--- config.mk ---
export PLATFORM = sky130hd
export DESIGN_NAME = hazard_control
export DESIGN_NICKNAME = d
export VERILOG_FILES = /design/src/rtl/hazard_control_pkg.sv /design/src/rtl/hazard_control_md_sequencer.sv /design/src/rtl/hazard_control.sv
export SDC_FILE = /design/constraint.sdc
export NUM_CORES = 1
export LEC_CHECK = 0
export CAP_MARGIN = 30
export CORE_MARGIN = 2
export CORE_UTILIZATION = 48
export CTS_CLUSTER_SIZE = 25
export DETAILED_ROUTE_END_ITERATION = 10
export HOLD_SLACK_MARGIN = 0.06
export PLACE_DENSITY = 0.79
export SLEW_MARGIN = 15
export SYNTH_ARGS = -nofsm -noshare
export SYNTH_HDL_FRONTEND = slang
export SYNTH_SLANG_ARGS = --single-unit
--- constraint.sdc ---
create_clock -name clk -period 2.6 [get_ports clk]
set_clock_uncertainty 0.1 [all_clocks]
set_input_delay 0.39 -clock clk [delete_from_list [all_inputs] [get_ports clk]]
set_output_delay 0.39 -clock clk [all_outputs]
set_load 0.01 [all_outputs]
--- src/rtl/hazard_control_pkg.sv ---
// Shared encodings, default latencies and pipeline shadow types for hazard control.
package hazard_control_pkg;

  localparam logic [1:0] FW_NONE = 2'b00;
  localparam logic [1:0] FW_EXM  = 2'b10;
  localparam logic [1:0] FW_WB   = 2'b01;

  localparam int MULT_CYCLES_DEF = 4;
  localparam int DIV_CYCLES_DEF  = 32;

  // Register-level view of the instruction sitting in execute
  typedef struct packed {
    logic [4:0] rs;
    logic [4:0] rt;
    logic [4:0] dest;
    logic       reg_write;
    logic       mem_read;
  } e_shadow_t;

  // Writer view of an instruction in memory or writeback
  typedef struct packed {
    logic [4:0] dest;
    logic       reg_write;
  } wr_shadow_t;

  // Forward select for one source: the younger (M) writer wins over W; $0 never forwards
  function automatic logic [1:0] fw_sel(input logic [4:0] src,
                                        input wr_shadow_t m,
                                        input wr_shadow_t w);
    if (m.reg_write && m.dest != 5'd0 && m.dest == src) return FW_EXM;
    if (w.reg_write && w.dest != 5'd0 && w.dest == src) return FW_WB;
    return FW_NONE;
  endfunction

endpackage

--- src/rtl/hazard_control_md_sequencer.sv ---
// Multiply/divide busy countdown: loads the op latency on start, counts to zero.
module md_sequencer
  import hazard_control_pkg::*;
#(
  parameter int MULT_CYCLES = MULT_CYCLES_DEF,
  parameter int DIV_CYCLES  = DIV_CYCLES_DEF
) (
  input  logic clk,
  input  logic reset,
  input  logic start,
  input  logic is_div,
  output logic busy,
  output logic done
);

  logic [5:0] count;

  // A start while busy is dropped; busy always takes priority so the count never reloads mid-op
  always_ff @(posedge clk or posedge reset) begin
    if (reset)              count <= 6'd0;
    else if (count != 6'd0) count <= count - 6'd1;
    else if (start)         count <= is_div ? 6'(DIV_CYCLES) : 6'(MULT_CYCLES);
  end

  // Done is the last busy cycle, so release and completion coincide
  always_comb begin
    busy = (count != 6'd0);
    done = (count == 6'd1);
  end

endmodule

--- src/rtl/hazard_control.sv ---
// Forwarding selects, load-use interlock and mult/div stall for a 5-stage pipeline.
module hazard_control
  import hazard_control_pkg::*;
#(
  parameter int MULT_CYCLES = MULT_CYCLES_DEF,
  parameter int DIV_CYCLES  = DIV_CYCLES_DEF
) (
  input  logic       clk,
  input  logic       reset,
  input  logic [4:0] rs_addrD,
  input  logic [4:0] rt_addrD,
  input  logic       uses_rsD,
  input  logic       uses_rtD,
  input  logic [4:0] write_reg_addrD,
  input  logic       reg_writeD,
  input  logic       mem_readD,
  input  logic       md_startE,
  input  logic       md_is_divE,
  output logic [1:0] fw_alu1,
  output logic [1:0] fw_alu2,
  output logic       stallF,
  output logic       stallD,
  output logic       stallE,
  output logic       flushE,
  output logic       md_busy,
  output logic       md_done
);

  e_shadow_t  e_q;
  wr_shadow_t m_q, w_q;
  logic       load_use;

  md_sequencer #(
    .MULT_CYCLES(MULT_CYCLES),
    .DIV_CYCLES (DIV_CYCLES)
  ) u_md_seq (
    .clk   (clk),
    .reset (reset),
    .start (md_startE),
    .is_div(md_is_divE),
    .busy  (md_busy),
    .done  (md_done)
  );

  // Load-use is masked during a mult/div stall and re-evaluated once the unit releases
  always_comb begin
    load_use = e_q.mem_read && e_q.dest != 5'd0 &&
               ((uses_rsD && rs_addrD == e_q.dest) ||
                (uses_rtD && rt_addrD == e_q.dest)) &&
               !md_busy;
    stallF   = md_busy | load_use;
    stallD   = md_busy | load_use;
    stallE   = md_busy;
    flushE   = load_use;
    fw_alu1  = fw_sel(e_q.rs, m_q, w_q);
    fw_alu2  = fw_sel(e_q.rt, m_q, w_q);
  end

  // Execute shadow: flush beats hold beats advance
  always_ff @(posedge clk or posedge reset) begin
    if (reset)       e_q <= '0;
    else if (flushE) e_q <= '0;
    else if (!stallE)
      e_q <= '{rs: rs_addrD, rt: rt_addrD, dest: write_reg_addrD,
               reg_write: reg_writeD, mem_read: mem_readD};
  end

  // Memory/writeback shadows: a held execute stage feeds a bubble downstream
  always_ff @(posedge clk or posedge reset) begin
    if (reset) begin
      m_q <= '0;
      w_q <= '0;
    end else begin
      m_q <= stallE ? '0 : '{dest: e_q.dest, reg_write: e_q.reg_write};
      w_q <= m_q;
    end
  end

endmodule

After elaboration in Yosys (flattened, before gate mapping)
Index checks and enable logic that the tools add are counted.
{"block": "word_totals", "wordCells": 58, "register_bits": 35}
{"block": "op_classes", "add_sub_neg": 1, "bitwise": 1, "reduce_logical": 18, "eq_ne": 8, "mux": 20}
{"operator": "$mux W17", "n": 2}
{"operator": "$eq A5 B5 Y1", "n": 6}
{"operator": "$mux W6", "n": 4}
{"operator": "$mux W2", "n": 8}
{"operator": "$reduce_bool A5 Y1", "n": 3}
{"operator": "$logic_and A1 B1 Y1", "n": 11}
{"operator": "$eq A6 B1 Y1 const B", "n": 1}
{"operator": "$mux W1", "n": 6}
{"operator": "$reduce_bool A6 Y1", "n": 1}
{"operator": "$sub A6 B1 Y6 const B", "n": 1}
{"operator": "$ne A2 B2 Y1 const B", "n": 1}
{"operator": "$reduce_bool A2 Y1", "n": 1}
{"operator": "$logic_not A1 Y1", "n": 1}
{"operator": "$logic_or A1 B1 Y1", "n": 1}
{"operator": "$or A1 B1 Y1", "n": 1}

Longest topological paths before layout
{"block": "depth", "ltp_word": 7, "ltp_mapped": 9, "ltp_nobuf": 7}

Hierarchy
Synthesis repeated with hierarchy kept, for this count alone.
{"block": "hier_totals", "cells_unflattened": 165, "hier_area_um2": 1838.0}
{"mod": "hazard_control", "area_each_um2": 1486.4, "instances": 1, "cells_per_inst": 131}
{"mod": "md_sequencer", "area_each_um2": 351.6, "instances": 1, "cells_per_inst": 34}

Worst setup path before layout
No wires, ideal clock.
{"block": "synth_path", "kind": "register -> output", "from": "reg m_q[2] (netlist name)", "to": "out fw_alu1[0]", "path_buffers": 0, "slack_ns": 0.471, "arrival_ns": 1.639, "stages_incl_launch_ff": 5, "required_time_ns": 2.110, "path_cell_list": "dfrtp_1 -> or4_1 -> o21ai_1 -> nor4_1 -> nor4_1"}
{"block": "synth_between", "elab_chain_len": 5, "word_cells_on_any_way": 6, "classes_between": "eq/ne (1); mux (2); reduce/logical (3)"}
{"item": "start, declared", "line": "hazard_control.sv:30", "text": "wr_shadow_t m_q, w_q;"}
{"item": "start signal, assigned", "line": "hazard_control.sv:74", "text": "m_q <= stallE ? '0 : '{dest: e_q.dest, reg_write: e_q.reg_write};"}
{"item": "$reduce_bool A5 Y1", "line": "hazard_control_pkg.sv:30", "text": "if (m.reg_write && m.dest != 5'd0 && m.dest == src) return FW_EXM;"}
{"item": "$logic_and A1 B1 Y1", "line": "hazard_control_pkg.sv:30"}
{"item": "$logic_and A1 B1 Y1 (*)", "line": "hazard_control_pkg.sv:30"}
{"item": "$mux W1 (*)", "line": "hazard_control_pkg.sv:30"}
{"item": "$mux W2 (*)", "line": "hazard_control_pkg.sv:31", "text": "if (w.reg_write && w.dest != 5'd0 && w.dest == src) return FW_WB;"}
{"item": "end, declared", "line": "hazard_control.sv:19", "text": "output logic [1:0] fw_alu1,"}
Every way passes the cells marked *; elsewhere a longest branch is shown, timed or not.

Worst setup path after layout
Same ends and word-level chain as after synthesis.

==> results.txt <==
status: finished clean
number of global-route vias before repair: 1308
Seq/Total Area, Yosys: 49.50%
critical path class: flip-flop to output pin
Critical Path Sink: fw_alu1[0]
clock-pin slew on the worst setup and hold paths: 0.07 ns
first-pass GRT wire length: 5.940 mm
Final Setup Violations: 0
CTS tree: done
Vias/cell: 5.000
Slew @ Worst Pin: 0.4273 ns
R2R Setup Slk: 0.65 ns
clock sinks: 35
worst stage delay on the critical path: 0.53 ns
Routed Wire Length: 3.531 mm
diodes inserted: 0
YS warnings: 0
LEAKAGE: 1.044 nW
worst IR drop on VDD: 0.5420 mV
worst path bufs/invs: 1
GRT Total Usage: 18.77%
FF-to-FF path depth: 6
most frequent cells in the layout: nand2_1 (36), dfrtp_1 (35), clkdlybuf4s50_1 (27), xor2_1 (22), o21ai_0 (21)
Worst path top cell family by delay: simple AND/OR/NAND/NOR gates
max_cap viols: 0
CP cell instances: or4_1 -> o21ai_2 -> nor4_2 -> nor4_1 -> dlygate4sd2_1
crit path max fanout: 2
routed len/inst: 13.08 um
Syn Std Cell Area: 1769 um2
number of distinct library cells after synthesis: 31
element type at the critical path end: output pin
largest net degree at the start of global routing: 36
Row Count: 22
hold path depth: 0
antenna viol nets, final: 0
I/O pins: 33
die area: 4187 um2
Synth Net Count: 206
1st-pass router iterations: 4
Final Wtd Congestion: 0.8669
Yosys reg bits: 35
Max clock buf depth: 2
via count: 1350
PortBufs: 32
final instance area: 2295 um2
fmax: 398.3 MHz
die width: 64.71 um
placed cell areas: 2163 um2
post-route minimum period: 2.511 ns
Final period util: 96.57%
RSZ-0062 raised after global routing: yes
core area: 3606 um2
synthesized area per cell: 9.775 um2
commonest non-fill, non-tap cell in the layout: nand2_1
nets: 246
CP max stage cell: or4_1
async set-reset flop share out of synthesis: 100.0%
non-filler instance count after layout: 270
Critical Path Start: m_q[2]
Crit path required time: 2.11 ns
Final WS setup: 0.08908 ns
Starting Density: 49.06%
clk_lat worst skew: 0.29 ns
Hold Startpoint: m_q[0]
Area growth, synth to finish: 29.70%
Arr. time, crit path: 2.02 ns
worst hold-check path type: flip-flop to flip-flop
setup_tns: 0 ns
r2r endpoint: u_md_seq.count[1]
grt ovf: 0
Synth Flop Type: dfrtp_1
endpoints failing hold: 0
share of layout cells above drive strength 1: 12.16%
Fin Hold WS: 0.3280 ns
EDFF count, synth: 0
Cells after DPL: 262
Startpoint Class: flip-flop
initial DRC count: 31
initial antenna violation count: 0
Critical R2R Launch: u_md_seq.count[5]
CTS root buffer: clkbuf_8
DP Worst Slack: -0.2621 ns
Max Slew Vio Count: 0
CTS buffer count: 5
DRC: 0
Cells after Synth: 181
Die Y: 64.71 um
H-tree depth: 2
Slew HR: 71.51%
DP HPWL: 2.536 mm
CP Depth: 5
pwr/cell area: 952.0 nW/um2
-- per-layer routing --
| metal | routed length (um) | global-route usage (%) |
|---|---|---|
| met2 | 1693 | 30.15 |
| met3 | 121 | 3.646 |
| met4 | 49 | 7.979 |
| met5 | 0 | 0 |
| met1 | 1667 | 24.80 |
-- final cells by class --
type | count | area (um2)
Tap cell | 48 | 60.06
Fill cell | 306 | 1311
Clock buffer | 6 | 82.58
Multi-Input combinational cell | 133 | 843.3
Timing Repair Buffer | 41 | 379.1
Clock inverter | 2 | 35.03
Sequential cell | 35 | 875.8
Inverter | 5 | 18.77
-- how the worst min path moves through the flow --
| stage | to | slack [ns] |
|---|---|---|
| global route | w_q[0] | 0.34 |
| finish | w_q[0] | 0.33 |
| CTS | w_q[0] | 0.31 |
| detailed placement | w_q[0] | 0.29 |
| floorplan | w_q[0] | 0.25 |
| global placement | w_q[0] | 0.29 |
-- logic make-up after synthesis --
kind of cell / synth area share (%)
and+or+nand+nor: 20.30
DFF: 49.50
xor gates and xnor gates: 15.35
AOI/OAI and AO/OA: 9.335
buffers and inverters: 4.101
adders and majority gates: 1.414
-- sequential cells by signal (all words and copies together), names as in the netlist --
name	count
m_q	6
w_q	6
e_q	17
u_md_seq.count	6
-- worst register-to-register path, delay by kind of cell, from the launching register on --
family	cells	cell delay (ns)
flops	1	0.41
simple gates	3	0.94
compound gates	1	0.08
buf+inv	2	0.33
-- where the power goes --
part / switching [mW] / internal [mW] / total [mW]
Clock: 0.193 / 0.310 / 0.503
Sequential: 0.228 / 0.740 / 0.968
Combinational: 0.360 / 0.353 / 0.714
-- synthesized netlist by cell type (2+ instances only) --
cell / count / area (um2)
and2_1: 7 / 43.79
buf_4: 4 / 30.03
dfrtp_1: 35 / 875.8
ha_1: 2 / 25.02
inv_1: 5 / 18.77
nand2_1: 36 / 135.1
nand3_1: 6 / 30.03
nor2_1: 2 / 7.510
nor2b_1: 2 / 12.51
nor4_1: 5 / 31.28
o21ai_0: 21 / 105.1
o21ai_1: 3 / 15.01
or3_1: 2 / 12.51
or4_1: 5 / 37.54
xnor2_1: 9 / 78.83
xor2_1: 22 / 192.7
-- through the flow --
stage / total power [mW] / utilization, %
after floorplan: 1.441 / -
after global placement: 1.640 / 59.99
after detailed placement: 1.678 / 59.99
after CTS: 2.186 / 63.25
after global routing: 2.353 / 63.64
final: 2.185 / 63.64
-- what timing repair did --
| action | CTS | global route |
|---|---|---|
| pin swaps | 2 | 1 |
| resized for setup | 6 | 6 |
| setup buffers | 0 | 0 |
| setup endpoints to repair | 5 | 7 |
| hold buffers | 0 | 0 |
No activity file was read; power rests on OpenSTA's default activity.
